===== config.mk =====
export PLATFORM = sky130hd
export DESIGN_NAME = ser_video_multi
export DESIGN_NICKNAME = d
export VERILOG_FILES = /design/src/rtl/ser_video_multi.sv
export SDC_FILE = /design/constraint.sdc
export NUM_CORES = 1
export LEC_CHECK = 0
export ABC_AREA = 1
export CELL_PAD_IN_SITES_DETAIL_PLACEMENT = 1
export CELL_PAD_IN_SITES_GLOBAL_PLACEMENT = 2
export CORE_MARGIN = 1
export CORE_UTILIZATION = 26
export CTS_CLUSTER_DIAMETER = 80
export DETAILED_ROUTE_END_ITERATION = 10
export GPL_ROUTABILITY_DRIVEN = 0
export PLACE_DENSITY = 0.83
export SKIP_LAST_GASP = 1
export SYNTH_ARGS = -nofsm -noshare
export SYNTH_HDL_FRONTEND = slang
export SYNTH_SLANG_ARGS = --single-unit

===== constraint.sdc =====
create_clock -name CLK_SERVID -period 1.27 [get_ports CLK_SERVID]
set_clock_uncertainty 0.1 [all_clocks]
set_input_delay 0.381 -clock CLK_SERVID [delete_from_list [all_inputs] [get_ports CLK_SERVID]]
set_output_delay 0.381 -clock CLK_SERVID [all_outputs]
set_load 0.02 [all_outputs]

===== src/rtl/ser_video_multi.sv =====
// Multi-lane serial video transmitter: loads one pixel per CLK_6MB rising edge and
// shifts each colour channel out on its own lane, with a latch strobe and overrun flag.
//
// state | meaning
// IDLE  | disabled or no pixel since reset; lanes and strobe held low
// SHIFT | serialising the current word, BIT_CNT = bit index on the lanes
// HOLD  | word complete, waiting for the next pixel load
module ser_video_multi #(
   parameter int DEPTH     = 7,
   parameter int CHANNELS  = 3,
   parameter int LSB_FIRST = 0,
   parameter int LAT_WIDTH = 2
) (
   input  logic                      CLK_SERVID,
   input  logic                      nRESET,
   input  logic                      CLK_6MB,
   input  logic [CHANNELS*DEPTH-1:0] VIDEO_IN,
   input  logic                      BLANK,
   input  logic                      ENABLE,
   input  logic                      ERR_CLR,
   output logic [CHANNELS-1:0]       VIDEO_SER,
   output logic                      VIDEO_CLK_SER,
   output logic                      VIDEO_LAT_SER,
   output logic                      ERR_OVR
);

   localparam int CW       = $clog2(DEPTH);
   localparam int END_BIT  = (LSB_FIRST != 0) ? 0 : DEPTH - 1;
   localparam int NEXT_BIT = (LSB_FIRST != 0) ? 1 : DEPTH - 2;
   localparam logic [CW-1:0] LAST_CNT = CW'(DEPTH - 1);
   localparam logic [CW-1:0] LAT_LAST = CW'(LAT_WIDTH - 1);

   typedef enum logic [1:0] {IDLE, SHIFT, HOLD} state_t;

   state_t              state;
   logic                s0, s1, s2;
   logic                load;
   logic                err_set;
   logic [CW-1:0]       bit_cnt;
   logic [DEPTH-1:0]    sreg [CHANNELS];
   logic [CHANNELS-1:0] first_bits;
   logic [CHANNELS-1:0] next_bits;

   assign VIDEO_CLK_SER = CLK_SERVID;
   assign load          = s1 & ~s2;
   assign err_set       = load & ENABLE & (state == SHIFT) & (bit_cnt < LAST_CNT);

   // Lane values one edge ahead: the word's first bit at load, the following bit while shifting.
   always_comb begin
      first_bits = '0;
      next_bits  = '0;
      for (int k = 0; k < CHANNELS; k++) begin
         first_bits[k] = VIDEO_IN[k*DEPTH + END_BIT] & ~BLANK;
         next_bits[k]  = sreg[k][NEXT_BIT];
      end
   end

   always_ff @(negedge CLK_SERVID or negedge nRESET) begin
      if (!nRESET) begin
         s0            <= 1'b0;
         s1            <= 1'b0;
         s2            <= 1'b0;
         state         <= IDLE;
         bit_cnt       <= '0;
         for (int k = 0; k < CHANNELS; k++) sreg[k] <= '0;
         VIDEO_SER     <= '0;
         VIDEO_LAT_SER <= 1'b0;
         ERR_OVR       <= 1'b0;
      end else begin
         s0      <= CLK_6MB;
         s1      <= s0;
         s2      <= s1;
         ERR_OVR <= err_set | (ERR_OVR & ~ERR_CLR);
         if (!ENABLE) begin
            state         <= IDLE;
            VIDEO_SER     <= '0;
            VIDEO_LAT_SER <= 1'b0;
         end else if (load) begin
            state   <= SHIFT;
            bit_cnt <= '0;
            for (int k = 0; k < CHANNELS; k++)
               sreg[k] <= BLANK ? '0 : VIDEO_IN[k*DEPTH +: DEPTH];
            VIDEO_SER     <= first_bits;
            VIDEO_LAT_SER <= 1'b1;
         end else if (state == SHIFT) begin
            if (bit_cnt == LAST_CNT) begin
               state         <= HOLD;
               VIDEO_SER     <= '0;
               VIDEO_LAT_SER <= 1'b0;
            end else begin
               bit_cnt <= bit_cnt + CW'(1);
               for (int k = 0; k < CHANNELS; k++)
                  sreg[k] <= (LSB_FIRST != 0) ? (sreg[k] >> 1) : (sreg[k] << 1);
               VIDEO_SER     <= next_bits;
               VIDEO_LAT_SER <= (bit_cnt < LAT_LAST);
            end
         end else begin
            VIDEO_SER     <= '0;
            VIDEO_LAT_SER <= 1'b0;
         end
      end
   end

endmodule


==> summary.md <==
| Metric | Value |
|---|---|
| Post-synthesis sequential area ratio | `a little under half` |
| Final slew viol count | `0` |
| WP data required | `between 0.7 and 0.8 ns` |
| WHS Path Cells | `0` |
| Most used DFF post-synth | `dfrtn_1` |
| CP Buf/Inv Count | `1` |
| Crit Path Max Fanout | `2` |
| Die area | `6940 sq um` |
| Synthesized Nets | `roughly 250` |
| Final Hold Viols | `0` |
| Mapped Cells | `between 200 and 250` |
| Via count | `about 1700` |
| Mux share of post-synthesis cell area | `0%` |
| Worst-margin pin slew | `between 0.3 and 0.4 ns` |
| DR iter-0 viols | `about 60` |
| Failing checks | `negative setup slack` |
| CTS clock-pin slew for the worst setup and hold paths | `about 0.05 ns` |
| Core Box Area | `6350 sq um` |
| Int Pwr | `between 2 and 2.5 mW` |
| Crit Path Class | `reg2out` |
| Rows | `29` |
| DP Worst Slack | `-1.25 ns` |
| Peak supply drop | `between 0.4 and 0.5 mV` |
| Largest area contributor in the netlist | `dfrtn_1` |
| Startpoint Class | `flop` |
| Design area | `between 2000 and 3000 sq um` |
| Clock latency on the worst-skew pair | `between 0.4 and 0.5 ns` |
| Path length in cells of the critical path | `1` |
| Dpl cells | `~340` |
| Placed Area | `2250 sq um` |
| Top cell type's share of synthesized area | `a little under half` |
| Synth Register Bits | `31` |
| Mapped Area | `around 1700 sq um` |
| Vias in the first global route | `1707` |
| Most common cell in the netlist | `nand2_1` |
| Global-route wire length before repair | `between 9 and 10 mm` |
| ANT nets after route | `0` |
| Syn avg cell area | `about 7.7 sq um` |
| Async S/R FF share, synth | `100%` |
| Reg2reg start | `bit_cnt[0]$_DFFE_NN0P_` |
| Post-Synth XOR/XNOR Area | `0%` |
| Library cells used by synthesis | `19` |
| Main combinational cell family by area after synthesis | `simple AND/OR/NAND/NOR gates` |
| GRT Util Overall | `17.4%` |
| Switching power | `between 1 and 1.5 mW` |
| WL/cell | `~16 microns` |
| Total Power | `between 3 and 4 mW` |
| Compound-Gate Fraction of Synth Area | `less than 1%` |
| Pwr Density | `~1100 nW/um^2` |
| DR pass1 iterations | `4` |
| Starting Density | `27.1%` |
| Fill cell count | `726` |
| Clock power frac | `between 30 and 40%` |
| Detailed Place HPWL | `about 3 mm` |
| Reg2Reg Depth | `7` |
| Flop pwr share | `about 39%` |
| Finished Core Util | `a little under half` |
| Slowest cell on crit path | `dfrtn_1` |
| Critical hold path startpoint | `s0$_DFF_NN0_` |
| Unrepaired setup endpoints after global routing | `yes` |
| Setup-failing EPs final | `34` |
| Critical path, cell by cell | `buf_6` |
| Family with the most delay on the worst path | `flip-flops` |
| Share of cells above drive strength 1 | `42.7%` |
| Critical Path End Type | `primary output` |
| Final std cells w/o fill | `approximately 370` |
| Number of flops mapped to enable cells by yosys | `0` |
| Top post-synthesis cells by count | `nand2_1, dfrtn_1, nand3_1` |
| Slowest stage delay, CP | `roughly 0.43 ns` |
| Num ports | `33` |
| Reg-to-reg slack, setup | `-0.20 ns` |
| Leak | `approximately 1.6 nW` |
| Post-Route WL | `approximately 5.9 mm` |
| Max Cap Violations | `0` |
| Adder-cell area share of the yosys netlist | `under 10%` |
| Die Width | `83.3 microns` |
| HP Class | `reg2reg` |
| Via density per instance | `roughly 4.6` |
| Multi-input logic area | `roughly 1200 sq um` |
| Port Buffer Count | `32` |
| Critical Path Start | `ERR_OVR$_DFF_NN0_` |
| Max-slew headroom | `about four fifths` |
| Switching portion of total power | `roughly a third` |
| Ant. Diodes | `0` |
| Post-route DRC | `0` |
| Area delta synth->final | `67.1%` |
| CTS tree | `yes` |
| Die Y | `around 83 microns` |
| Combinational Power Share | `between 20% and 30%` |
| Hold_buf cts | `0` |
| Initial antenna violation count | `0` |
| Reg area | `slightly below 800 sq um` |
| Overflow left after global routing | `0` |
| Post-Synth Simple-Gate Area | `around 42%` |
| Synth top area cells | `dfrtn_1, nand2_1, nand3_1` |
| Worst path arrival time | `1.61 ns` |
| Status | `finished with violations` |
| Final worst setup slack | `-0.822 ns` |
| Nets | `about 320` |
| Largest net degree at the start of global routing | `32` |
| YS warnings | `0` |
==> layout by cell type, fill, tap and decap left out, types with 2 or more instances in the layout <==
| cell | netlist | layout |
|---|---|---|
| buf_12 | 1 | 3 |
| buf_4 | 4 | 13 |
| buf_6 | 2 | 14 |
| buf_8 | 0 | 2 |
| clkbuf_1 | 0 | 2 |
| clkbuf_8 | 0 | 7 |
| clkdlybuf4s50_1 | 0 | 9 |
| dfrtn_1 | 31 | 31 |
| dlygate4sd2_1 | 0 | 11 |
| dlymetal6s2s_1 | 0 | 4 |
| inv_1 | 23 | 21 |
| inv_2 | 1 | 2 |
| nand2_1 | 76 | 63 |
| nand2_2 | 22 | 23 |
| nand2_4 | 2 | 13 |
| nand2_8 | 1 | 8 |
| nand3_1 | 28 | 4 |
| nand3_2 | 0 | 21 |
| nand3_4 | 0 | 3 |
| nor2_1 | 22 | 18 |
| nor2_2 | 1 | 2 |
| nor2_4 | 1 | 4 |
| o21ai_2 | 0 | 2 |
==> worst reg2reg max path, cell delays in order (launching register included) <==
cell and delay, ns:
dfrtn_1 0.43, inv_2 0.06, ha_4 0.17, nand2_4 0.11, buf_4 0.20, nand2_8 0.09, nand3_1 0.09, nand2_1 0.07
==> final timing paths <==
check	to
worst max-delay path	ERR_OVR
max in group asynchronous	sreg[10]$_DFFE_NN0P_
worst min register to register	s1$_DFF_NN0_
worst min-delay path	s1$_DFF_NN0_
min in group asynchronous	VIDEO_SER[2]$_DFF_NN0_
worst max register to register	next_bits[1]$_DFFE_NN0P_
==> power by group through the flow <==
stage          Sequential [mW]  Clock [mW]  Combinational, mW
6_report                  1.26        1.07              0.940
3_5_place_dp              1.24       0.106              0.700
2_1_floorplan             1.25      0.0920              0.411
5_1_grt                   1.27        1.14               1.03
3_3_place_gp              1.23       0.106              0.681
4_1_cts                   1.25        1.07              0.815
==> cell families after synthesis <==
family,Yosys count
flops,31
fa+ha+maj,2
simple gates,154
buf+inv,34
compound gates,3
==> through the flow <==
stage	setup TNS (ns)	hold WS, ns
finish	-11.16	0.218
global route	-11.93	0.231
global placement	-48.05	0.205
detailed placement	-48.51	0.217
floorplan	-13.70	0.192
CTS	-11.35	0.226
==> final cells by class <==
type	count	share of cell area, %
multi-input combinational	165	40.9
sequential	31	27.0
clock buffer	10	4.01
inverter	24	3.57
clock inverter	1	0.174
timing repair buffer	57	21.0
tap	77	3.35
==> state kept, by name (all words and copies together) (netlist names) <==
signal and cells:
sreg 15, s2 1, VIDEO_LAT_SER 1, state 2, VIDEO_SER 3, next_bits 3, ERR_OVR 1, s0 1
s1 1, bit_cnt 3
==> per-layer routing <==
layer  vias to the layer above  GRT usage [%]  wire, microns
li1                        808              -              -
met1                       822           22.0           2540
met2                        39           27.9           2900
met3                        17           5.37            242
met4                         0           6.43            193
met5                         -              0              0
==> repair_timing <==
item                                    CTS  global route
resized for setup                       103            34
buffers inserted                          7             6
endpoints found under the setup margin   34            34
pin swaps                                31            26
endpoints found under the hold margin     0             0
cloned                                    7             0
No activity file was read; power rests on OpenSTA's default activity.
==> RTL change: new RTL, same flow settings <==
Encoding of `state_t`: now one-hot (3 bits for 3 states).
--- a/src/rtl/ser_video_multi.sv
+++ b/src/rtl/ser_video_multi.sv
@@ -31,5 +31,5 @@
    localparam logic [CW-1:0] LAT_LAST = CW'(LAT_WIDTH - 1);
 
-   typedef enum logic [1:0] {IDLE, SHIFT, HOLD} state_t;
+   typedef enum logic [2:0] {IDLE = 3'b001, SHIFT = 3'b010, HOLD = 3'b100} state_t;
 
    state_t              state;
Behaviour: same outputs for any inputs over 10 cycles, from zero or initial values and one cycle with nRESET low; not proved beyond that.
==> RTL change against the original RTL <==
The flow still finishes with violations (negative setup slack); wire length decreased by 14%; hold slack got worse by 0.018 ns; largest power group unchanged; power fell by 4.3%; count of clock-buffer cells in the layout decreased by 1; sequential cell count rose by 1; synthesized area shrank 8.9%; setup slack better by 0.014 ns; synthesized cell count shrank 11%; global-route usage grew 0.054 points; design area down 3.0%; via count down 6.0%.
==> RTL change: results (changes against the original RTL) <==
stage,metric,value,unit,change
finish,ClkCell Share,0.0485,,+0.00666
power,pwr dens,1120,mW/mm²,-1.4%
global_routing,Total GRT Usage,0.175,,+0.000537
logic_synthesis,Netlist cell types,22,,+3
finish,Seq/total area,0.288,,+0.0177
finish,layout cells sized above 1,0.455,,+0.0281
clocking,Post-CTS Setup Bufs,3,,-4
finish,inverters,12,,-50%
power,Comb pwr share,0.229,,-0.058
logic_synthesis,largest cells by area after synthesis,"dfrtn_1, nand2_1, nand3_1, o21ai_0, inv_1",,
logic_synthesis,"top cells by count, synth","nand2_1, dfrtn_1, nand3_1",,
sta,Setup Viol. Count Final,34,,unchanged
place,hpwl dp,3130,µm,+6.0%
place,pre-CTS WS,-1.19,ns,+0.0560 ns
finish,comb_multi_in,147,,-11%
global_routing,met1 Use GR,0.196,,-0.0241
sta,final worst slack,-0.807,ns,+0.0144 ns
logic_synthesis,Cells after Synth,200,,-11%
place,Inst Count DP,323,,-4.2%
finish,Final Net Count,296,,-6.3%
sta,Setup TNS Final,-10.19,ns,+0.965 ns
outcome,status,"complete, but fails checks",,
finish,area grow syn2layout,78.0,%,
outcome,failing checks,negative setup slack,,
detailed_routing,met3 wire len,157,µm,-35%
detailed_routing,DR WL met2,2640,µm,-9.1%
finish,count of non-CTS buffers in the layout,65,,+14%
detailed_routing,DRT iter0 DRCs,59,,-3.3%
global_routing,met2 Track Usage GR,0.294,,+0.0146
RTL change: cells by family (layout without fill, tap and decap cells):
logic type                 count (synthesis)  count (layout)  synth area share
AOI/OAI and AO/OA                         19              19            0.0615
xor gates and xnor gates                   1               1           0.00559
DFF                                       32              32             0.512
buffers and inverters                     23              89            0.0695
and+or+nand+nor                          123             125             0.335
adders and majority gates                  2               2            0.0160
RTL change: final timing paths:
kind                       slack [ns]                   to              startpoint  cells after the start
min in group asynchronous        0.74    ERR_OVR$_DFF_NN0_                  nRESET                      2
max                             -0.81              ERR_OVR       ERR_OVR$_DFF_NN0_                      1
max reg2reg                     -0.20  sreg[8]$_DFFE_NN0P_  bit_cnt[1]$_DFFE_NN0P_                      7
min                              0.20         s1$_DFF_NN0_            s0$_DFF_NN0_                      0
min reg2reg                      0.20         s1$_DFF_NN0_            s0$_DFF_NN0_                      0
max in group asynchronous        0.11  sreg[2]$_DFFE_NN0P_                  nRESET                      3
